$ cat src/rtl/tdm_demux8_1_pkg.sv
// Shared constants and types for the 8:1 TDM receive path.
package tdm_demux8_1_pkg;

  localparam int unsigned DATA_W  = 1;
  localparam int unsigned N_SLOTS = 8;
  localparam int unsigned SEL_W   = 3;
  localparam int unsigned FRAME_W = N_SLOTS * DATA_W;

  localparam logic [SEL_W-1:0] SLOT_FIRST = SEL_W'(0);
  localparam logic [SEL_W-1:0] SLOT_LAST  = SEL_W'(N_SLOTS - 1);

  typedef logic [FRAME_W-1:0] frame_t;

  // Slots 0..N_SLOTS-2 are held until the last sample of the frame arrives
  typedef logic [N_SLOTS-2:0][DATA_W-1:0] shadow_t;

  typedef enum logic {
    ST_UNLOCKED = 1'b0,
    ST_LOCKED   = 1'b1
  } lock_state_t;

endpackage

$ cat src/rtl/tdm_demux8_1_if.sv
// Serial-in / frame-out bus of the TDM receiver.
interface tdm_demux8_1_if;
  import tdm_demux8_1_pkg::*;

  logic [DATA_W-1:0] din;
  logic              din_valid;
  logic              frame_sync;
  frame_t            dout;
  logic              out_valid;
  logic              out_ready;
  logic [SEL_W-1:0]  slot_idx;
  logic              locked;
  logic              sync_err;
  logic              overrun;

  // Source of the serial stream and consumer of frames
  modport master (
    output din, din_valid, frame_sync, out_ready,
    input  dout, out_valid, slot_idx, locked, sync_err, overrun
  );

  // Receiver side
  modport slave (
    input  din, din_valid, frame_sync, out_ready,
    output dout, out_valid, slot_idx, locked, sync_err, overrun
  );

endinterface

$ cat src/rtl/tdm_demux8_1_demux1_8.sv
// 1:8 demultiplexer of an enable onto a one-hot select, built as a 1:2 -> 1:4 -> 1:8 tree.
module tdm_demux8_1_demux1_8
  import tdm_demux8_1_pkg::*;
(
  input  logic [SEL_W-1:0]   sel,
  input  logic               en,
  output logic [N_SLOTS-1:0] onehot_c
);

  logic [1:0] st2_c;
  logic [3:0] st4_c;

  // Steer en by sel[2], then sel[1], then sel[0]; output index equals sel
  always_comb begin
    st2_c    = '0;
    st4_c    = '0;
    onehot_c = '0;
    st2_c[0] = en & ~sel[2];
    st2_c[1] = en &  sel[2];
    for (int i = 0; i < 2; i++) begin
      st4_c[2*i]     = st2_c[i] & ~sel[1];
      st4_c[2*i + 1] = st2_c[i] &  sel[1];
    end
    for (int j = 0; j < 4; j++) begin
      onehot_c[2*j]     = st4_c[j] & ~sel[0];
      onehot_c[2*j + 1] = st4_c[j] &  sel[0];
    end
  end

endmodule

$ cat src/rtl/tdm_demux8_1.sv
// Receive end of the 8:1 TDM link: frame lock, slot steering, frame output with handshake.
module tdm_demux8_1
  import tdm_demux8_1_pkg::*;
(
  input  logic              clk,
  input  logic              rst_n,
  tdm_demux8_1_if.slave     bus
);

  lock_state_t        state_q, state_n;
  logic [SEL_W-1:0]   slot_q, slot_n;
  shadow_t            shadow_q, shadow_n;
  frame_t             dout_q, dout_n;
  logic               out_valid_q, out_valid_n;
  logic               sync_err_q, sync_err_n;
  logic               overrun_q, overrun_n;

  logic               wr_en_c;
  logic [SEL_W-1:0]   wr_sel_c;
  logic               clr_c;
  logic [N_SLOTS-1:0] onehot_c;
  logic               complete_c;

  // State and output registers
  always_ff @(posedge clk or negedge rst_n) begin
    if (!rst_n) begin
      state_q     <= ST_UNLOCKED;
      slot_q      <= SLOT_FIRST;
      shadow_q    <= '0;
      dout_q      <= '0;
      out_valid_q <= 1'b0;
      sync_err_q  <= 1'b0;
      overrun_q   <= 1'b0;
    end else begin
      state_q     <= state_n;
      slot_q      <= slot_n;
      shadow_q    <= shadow_n;
      dout_q      <= dout_n;
      out_valid_q <= out_valid_n;
      sync_err_q  <= sync_err_n;
      overrun_q   <= overrun_n;
    end
  end

  // Lock FSM: decides whether the sample is written, to which slot, and framing errors
  always_comb begin
    state_n    = state_q;
    sync_err_n = 1'b0;
    wr_en_c    = 1'b0;
    wr_sel_c   = slot_q;
    clr_c      = 1'b0;
    if (bus.din_valid) begin
      case (state_q)
        ST_UNLOCKED: begin
          if (bus.frame_sync) begin
            state_n  = ST_LOCKED;
            wr_en_c  = 1'b1;
            wr_sel_c = SLOT_FIRST;
            clr_c    = 1'b1;
          end
        end
        ST_LOCKED: begin
          if (bus.frame_sync && (slot_q != SLOT_FIRST)) begin
            // Early sync: drop the partial frame and restart at slot 0
            sync_err_n = 1'b1;
            wr_en_c    = 1'b1;
            wr_sel_c   = SLOT_FIRST;
            clr_c      = 1'b1;
          end else if (!bus.frame_sync && (slot_q == SLOT_FIRST)) begin
            // Missing sync: lose lock and drop the sample
            sync_err_n = 1'b1;
            state_n    = ST_UNLOCKED;
          end else begin
            wr_en_c = 1'b1;
          end
        end
        default: state_n = ST_UNLOCKED;
      endcase
    end
  end

  tdm_demux8_1_demux1_8 u_demux1_8 (
    .sel      (wr_sel_c),
    .en       (wr_en_c),
    .onehot_c (onehot_c)
  );

  assign complete_c = onehot_c[SLOT_LAST];

  // Datapath: shadow writes, slot advance, frame completion and output handshake
  always_comb begin
    slot_n      = slot_q;
    shadow_n    = clr_c ? '0 : shadow_q;
    dout_n      = dout_q;
    out_valid_n = out_valid_q;
    overrun_n   = overrun_q;
    for (int k = 0; k < int'(N_SLOTS - 1); k++) begin
      if (onehot_c[k]) begin
        shadow_n[k] = bus.din;
      end
    end
    if (wr_en_c) begin
      slot_n = wr_sel_c + SEL_W'(1);
    end
    if (complete_c) begin
      dout_n      = {bus.din, shadow_q};
      shadow_n    = '0;
      out_valid_n = 1'b1;
      if (out_valid_q && !bus.out_ready) begin
        overrun_n = 1'b1;
      end
    end else if (out_valid_q && bus.out_ready) begin
      out_valid_n = 1'b0;
    end
  end

  assign bus.dout      = dout_q;
  assign bus.out_valid = out_valid_q;
  assign bus.slot_idx  = slot_q;
  assign bus.locked    = (state_q == ST_LOCKED);
  assign bus.sync_err  = sync_err_q;
  assign bus.overrun   = overrun_q;

endmodule

$ cat src/flat_wrapper.sv
// flat-port wrapper written by rule: the top's interface ports become plain ports
module tdm_demux8_1_flat import tdm_demux8_1_pkg::*;
  (clk, rst_n, bus_din, bus_din_valid, bus_frame_sync, bus_out_ready, bus_dout, bus_out_valid, bus_slot_idx, bus_locked, bus_sync_err, bus_overrun);
  tdm_demux8_1_if bus_i ();
  input  logic clk;
  input  logic rst_n;
  input wire logic [$bits(bus_i.din)-1:0] bus_din;
  input wire logic [$bits(bus_i.din_valid)-1:0] bus_din_valid;
  input wire logic [$bits(bus_i.frame_sync)-1:0] bus_frame_sync;
  input wire logic [$bits(bus_i.out_ready)-1:0] bus_out_ready;
  output wire logic [$bits(bus_i.dout)-1:0] bus_dout;
  output wire logic [$bits(bus_i.out_valid)-1:0] bus_out_valid;
  output wire logic [$bits(bus_i.slot_idx)-1:0] bus_slot_idx;
  output wire logic [$bits(bus_i.locked)-1:0] bus_locked;
  output wire logic [$bits(bus_i.sync_err)-1:0] bus_sync_err;
  output wire logic [$bits(bus_i.overrun)-1:0] bus_overrun;
  assign bus_i.din = bus_din;
  assign bus_i.din_valid = bus_din_valid;
  assign bus_i.frame_sync = bus_frame_sync;
  assign bus_i.out_ready = bus_out_ready;
  assign bus_dout = bus_i.dout;
  assign bus_out_valid = bus_i.out_valid;
  assign bus_slot_idx = bus_i.slot_idx;
  assign bus_locked = bus_i.locked;
  assign bus_sync_err = bus_i.sync_err;
  assign bus_overrun = bus_i.overrun;
  tdm_demux8_1 u_core (.clk(clk), .rst_n(rst_n), .bus(bus_i));
endmodule
$ cat config.mk
export PLATFORM = sky130hd
export DESIGN_NAME = tdm_demux8_1_flat
export DESIGN_NICKNAME = d
export VERILOG_FILES = /design/src/rtl/tdm_demux8_1_pkg.sv /design/src/rtl/tdm_demux8_1_if.sv /design/src/rtl/tdm_demux8_1_demux1_8.sv /design/src/rtl/tdm_demux8_1.sv /design/src/flat_wrapper.sv
export SDC_FILE = /design/constraint.sdc
export NUM_CORES = 1
export LEC_CHECK = 0
export ABC_AREA = 1
export BUFFER_PORTS_ARGS = -buffer_cell sky130_fd_sc_hd__buf_2
export CORE_ASPECT_RATIO = 1.4
export CORE_MARGIN = 1.5
export CORE_UTILIZATION = 56
export DETAILED_ROUTE_END_ITERATION = 7
export PLACE_DENSITY_LB_ADDON = 0.2
export REMOVE_ABC_BUFFERS = 1
export SLEW_MARGIN = 20
export SYNTH_ARGS = -nofsm -noshare
export SYNTH_HDL_FRONTEND = slang
export SYNTH_SLANG_ARGS = --single-unit
$ cat constraint.sdc
create_clock -name clk -period 5.1 [get_ports clk]
set_clock_uncertainty 0.1 [all_clocks]
set_input_delay 0.51 -clock clk [delete_from_list [all_inputs] [get_ports clk]]
set_output_delay 0.51 -clock clk [all_outputs]
set_load 0.02 [all_outputs]
==> out/summary.txt, run 1 <==
Num CTS Buffers: 3
clock root buffer: clkbuf_4
Sw Ratio: 0.376
outcome: completed
number of synthesized flops with an enable pin: 0
final net count: 151
first-pass GRT wire length: 3260 um
maximum vdd drop: 0.367 mV
number of setup buffers added after CTS: 0
final hold violations: 0
Yosys reg bits: 22
CTS tree: built
synthesized area per cell: 8.72 um^2
Die W: 39.2 um
gpl congestion: 0.815
period utilization: 0.409
FMAX: 480 MHz
DR DRC count: 0
Max H-tree Level: 1
Detailed Place HPWL: 1480 um
fraction of layout cells with a size suffix above 1: 0.234
Clk pwr share: 0.238
Sw Pwr: 0.211 mW
clk slew on worst S/H paths: 0.12 ns
cts repair resizes: 0
WL/cell: 11.8 um
Tmin final: 2.08 ns
minimum hold slack: 0.0144 ns
antenna fix cells: 0
Synth top cells by count: 46 x nand2_1, 22 x dfrtp_1, 16 x nand3_1, 7 x inv_1, 4 x nand4_1
Slew HR: 0.690
IO Port Bufs: 20
fin. max-slew vios: 0
maxcap violations: 0
Logic pwr share: 0.330
via count: 840
mux contribution to synthesized area: 0
vias in the first global route: 814
largest net degree at the start of global routing: 23
final setup violation count: 0
area of the core: 0.00176 mm^2
endpoint class of the critical path: register
crit path launch type: register
total wire length: 1910 um
ranking of synthesized cells by area: dfrtp_1 54%, nand2_1 17%, nand3_1 7.8%, ha_1 3.6%, inv_1 2.6%
Synth Area in Simple Gates: 0.342
slew at the pin closest to its max-slew limit: 0.465 ns
Yosys Warn Count: 0
DRT Pass-1 Iters: 4
Die Area: 0.00211 mm^2
Leakage Power: 0.714 nW
Congestion Overflow GR: 0
area share of the largest cell type after synthesis: 0.535
gr usage total: 0.228
Iter 0 DRT Violations: 8
CP arrival: 2.22 ns
top-count cell post-synth: nand2_1
crit-path max FO: 9
Die H: 53.7 um
largest family of logic cells by synthesized area: simple AND/OR/NAND/NOR gates
XOR/XNOR Fraction of Synth Area: 0
Post-Synthesis Cells: 118
RSZ-0062 raised after global routing: false
initial antenna violation count: 0
hold crit path type: input port to asynchronous set/reset pin
CTS max path bufs: 2
vias per cell: 5.22
Netlist Area Pre-Place: 0.00103 mm^2
Starting Density: 0.585
Final ANT Viol Nets: 0
leading area contributor after synthesis: dfrtp_1
Async S/R FF share, synth: 1.00
Crit Path Category: register to register
complex-gate fraction of the synthesized area: 0.0438
sequential share of the synthesized area: 0.535
Clock Latency Late Sink: 0.33 ns
CP Data Required Time: 5.24 ns
Adder-Cell Fraction of Synth Area: 0.0365
Site Rows: 18
Int Power: 0.350 mW
prevailing post-synth register cell: dfrtp_1
Seq pwr share: 0.432
Synth cell types: 19
I/O pins: 21
Layout area overhead: 16.9%
Sink Count: 22
Hold Buf Count CTS: 0
post-route setup TNS: 0 ns
PwrDens: 467 mW/mm^2
-- state kept, by name (all words and copies together) (netlist names) --
register              cells
u_core.bus.sync_err       1
u_core.bus.dout           8
u_core.shadow_q           7
u_core.bus.locked         1
u_core.bus.out_valid      1
u_core.bus.slot_idx       3
u_core.bus.overrun        1
-- placed cells by master (no fill, tap or decap) --
master,count
inv_4,1
bufinv_16,1
inv_1,7
nor3_1,1
o221ai_1,1
dfrtp_1,22
nand4_1,4
nor2_2,1
ha_1,3
o21bai_2,1
nor2_1,3
nor2_8,1
o21ai_0,2
buf_2,20
inv_2,2
a21oi_1,3
clkbuf_4,3
nand2_1,46
nand3_1,16
nand3_2,2
nor2_4,1
-- per-layer routing --
layer | part of all wire | vias up | routed length (um) | track usage
met3 | 0.046 | 5 | 88 | 0.0289
met1 | 0.39 | 369 | 749 | 0.247
li1 | - | 433 | - | -
met4 | 0.029 | 0 | 55 | 0.132
met2 | 0.53 | 33 | 1010 | 0.408
met5 | 0 | - | 0 | 0
-- power by group through the flow --
stage          sequential [mW]  clock [mW]  combinational [mW]
6_report                 0.243       0.134               0.185
5_1_grt                  0.248       0.142               0.210
4_1_cts                  0.243       0.136               0.187
3_5_place_dp             0.246           0               0.185
3_3_place_gp             0.245           0               0.179
2_1_floorplan            0.271           0               0.104
-- worst paths after layout --
check,from,endpoint,slack (ns),cells past startpoint
min reg2reg,u_core.bus.dout[6],u_core.bus.dout[6],0.37,2
min,rst_n,u_core.bus.dout[5],0.01,1
max,u_core.bus.slot_idx[1],u_core.bus.slot_idx[1],3.02,9
min in group clk,bus_out_ready,u_core.bus.out_valid,0.36,4
max reg2reg,u_core.bus.slot_idx[1],u_core.bus.slot_idx[1],3.02,9
max in group asynchronous,rst_n,u_core.bus.dout[7],4.56,1
-- cell families after synthesis --
kind of cell | Yosys count
flops | 22
buf+inv | 11
simple gates | 75
fa+ha+maj | 3
compound gates | 7
-- stage by stage --
| stage | std cells | utilization | power (mW) | setup WS [ns] | instance area, um^2 |
|---|---|---|---|---|---|
| 6_report | 161 | 0.684 | 0.562 | 3.02 | 1200 |
| 3_5_place_dp | 157 | 0.655 | 0.432 | 3.04 | 1150 |
| 3_3_place_gp | 157 | 0.655 | 0.424 | 3.11 | 1150 |
| 4_1_cts | 161 | 0.684 | 0.566 | 3.01 | 1200 |
| 2_1_floorplan | 117 | - | 0.375 | 3.09 | 1020 |
| 5_1_grt | 161 | 0.684 | 0.600 | 2.81 | 1200 |
-- worst max-delay path, stage by stage, from the launching register on --
cell     delay [ns]
dfrtp_1        0.46
nor3_1         0.26
inv_1          0.08
ha_1           0.18
nand3_1        0.14
nand3_2        0.25
inv_2          0.19
ha_1           0.24
nand2_1        0.06
nand2_1        0.04
-- area by class of cell --
type	count	area, um^2
tap	20	25.0
fill	153	554
sequential	22	551
inverter	10	40.0
clock inverter	1	30.0
multi-input combinational	85	434
clock buffer	3	22.5
timing repair buffer	20	100
(Power assumes the default switching activity.)
==> inputs of run 2 (changes only) <==
Settings changed: ABC_AREA 1 to 0, CORE_UTILIZATION 56 to 54.
Clock period 5.1 ns to 2.1 ns, I/O delays scaled along.
==> out/summary.txt, run 2 <==
DRT Pass-1 Iters: 4
post-route setup slack: -0.244 ns
Design Area, Final: 0.00161 mm^2
most common cell after layout, fill and taps aside: dfrtp_1
Tmin final: 2.34 ns
worst stage delay on the critical path: 0.43 ns
largest net degree at the start of global routing: 23
I/O pins: 21
vias per cell: 6.22
gpl congestion: 0.784
area of the core: 0.00215 mm^2
Hold Crit Start: bus_din
Hold EP: u_core.shadow_q[2]
Yosys reg bits: 22
final setup violation count: 16
Reg2Reg Setup Slack: -0.24 ns
PwrDens: 1220 mW/mm^2
area share of the largest cell type after synthesis: 0.455
Congestion Overflow GR: 0
CP Cell Sequence: or3_4 -> ha_4 -> mux2_4 -> a21boi_4 -> and3_4 -> clkbuf_16 -> mux2_4
Sink Count: 22
endpoint class of the critical path: register
CP max-delay cell: dfrtp_1
Slew HR: 0.668
leading area contributor after synthesis: dfrtp_1
hold crit path type: input port to register
most frequent cells in the layout: 22 x dfrtp_1, 20 x buf_2, 14 x buf_4
final hold violations: 0
maxcap violations: 0
WL/cell: 17.8 um
minimum hold slack: 0.111 ns
IO Port Bufs: 20
Layout area overhead: 33.1%
DR DRC count: 0
Starting Density: 0.562
CTS tree: built
fin. max-slew vios: 0
Yosys Warn Count: 0
Die H: 59.0 um
Max H-tree Level: 1
DR top layer: met4
slew at the pin closest to its max-slew limit: 0.499 ns
Final ANT Viol Nets: 0
vias in the first global route: 980
Detailed Place HPWL: 1910 um
via count: 1038
prevailing post-synth register cell: dfrtp_1
Die Area: 0.00254 mm^2
first-pass GRT wire length: 4510 um
failing checks: negative setup slack
max reg flops: 8
clock root buffer: clkbuf_4
Synth cell types: 38
period utilization: 1.12
CP arrival: 2.46 ns
final net count: 155
outcome: finished with violations
maximum vdd drop: 0.679 mV
hold path depth: 3
ranking of synthesized cells by area: dfrtp_1 46%, mux2_4 11%, ha_1 3.1%, nand2_1 2.8%, mux2i_1 2.5%
CP Data Required Time: 2.22 ns
antenna fix cells: 0
Iter 0 DRT Violations: 24
Worst path most repeated cell: mux2_4
Clock Latency Late Sink: 0.32 ns
Post-Synthesis Cells: 108
Crit Path Category: register to register
Async S/R FF share, synth: 1.00
total wire length: 2980 um
number of synthesized flops with an enable pin: 0
clk slew on worst S/H paths: 0.13 ns
Netlist Area Pre-Place: 0.00121 mm^2
met3 WL post-DR: 148 um
gr usage total: 0.240
RSZ-0062 raised after global routing: true
wl on met1: 1060 um
crit-path max FO: 4
FMAX: 427 MHz
routed wl met2: 1630 um
top-count cell post-synth: dfrtp_1
fraction of layout cells with a size suffix above 1: 0.476
synthesized area per cell: 11.2 um^2
crit path launch type: register
Die W: 43.0 um
Area after DPL: 0.00141 mm^2
r2r endpoint: u_core.bus.dout[3]
worst r2r src: u_core.bus.slot_idx[1]
Synth top cells by count: 22 x dfrtp_1, 9 x mux2_4, 9 x nand2_1, 6 x nor2_1, 5 x clkbuf_1
Num CTS Buffers: 3
Site Rows: 20
CTS max path bufs: 2
Leakage Power: 0.808 nW
sequential share of the synthesized area: 0.455
R2R depth: 7
initial antenna violation count: 0
-- run 2: final cells by class --
type	instances	area, um^2
multi-input cells	74	674
flip-flops and latches	22	551
fillers	159	543
repair buffers	41	305
clock buffers	4	36.3
well taps	22	27.5
inverters	4	15.0
-- run 2: where the power goes --
part	switching (mW)	internal, mW
registers	0.0918	0.556
clock network	0.136	0.106
logic	0.544	0.522
total	0.772	1.18
-- run 2: worst max-delay path: cells and delay by family, from the launching register on --
kind / cells / cell delay, ns
flops: 1 / 0.43
buf+inv: 1 / 0.15
mux: 2 / 0.57
compound gates: 1 / 0.16
fa+ha+maj: 1 / 0.18
simple gates: 2 / 0.65
-- run 2: what timing repair did --
item	in CTS	in global routing
hold buffers	1	0
hold endpoints to repair	22	0
endpoints found under the setup margin	15	17
gates cloned	0	1
pin swaps	3	8
buffers inserted	3	4
resized for setup	10	9
-- run 2: how the worst max path moves through the flow --
stage,start,end,slack [ns],depth (start not counted)
after floorplan,u_core.bus.slot_idx[2],u_core.bus.dout[0],-0.53,6
after global placement,u_core.bus.slot_idx[1],u_core.bus.dout[7],-0.16,7
after detailed placement,u_core.bus.slot_idx[2],u_core.bus.dout[4],-0.25,7
after CTS,u_core.bus.slot_idx[1],u_core.bus.slot_idx[2],-0.15,10
after global routing,u_core.bus.slot_idx[1],u_core.bus.dout[2],-0.25,7
final,u_core.bus.slot_idx[1],u_core.bus.dout[3],-0.24,7
-- run 2: cells by family after synthesis --
family	after synthesis	share of synthesized area
and+or+nand+nor	32	0.154
AOI/OAI and AO/OA	25	0.158
DFF	22	0.455
muxes	14	0.155
buffers and inverters	12	0.0455
adders and majority gates	3	0.0311
-- run 2: stage by stage --
step	power (mW)	setup WS [ns]	util	setup TNS, ns	instances
global route	2.06	-0.251	0.748	-3.05	167
finish	1.96	-0.244	0.748	-2.56	167
floorplan	1.20	-0.533	-	-5.43	100
global placement	1.51	-0.158	0.657	-1.43	156
detailed placement	1.55	-0.248	0.657	-2.35	156
CTS	1.87	-0.153	0.713	-1.74	164
-- run 2: layer usage --
metal  GRT usage  up-vias
li1            -      467
met1       0.296      504
met2       0.403       49
met3      0.0305       18
met4       0.134        0
met5           0        -
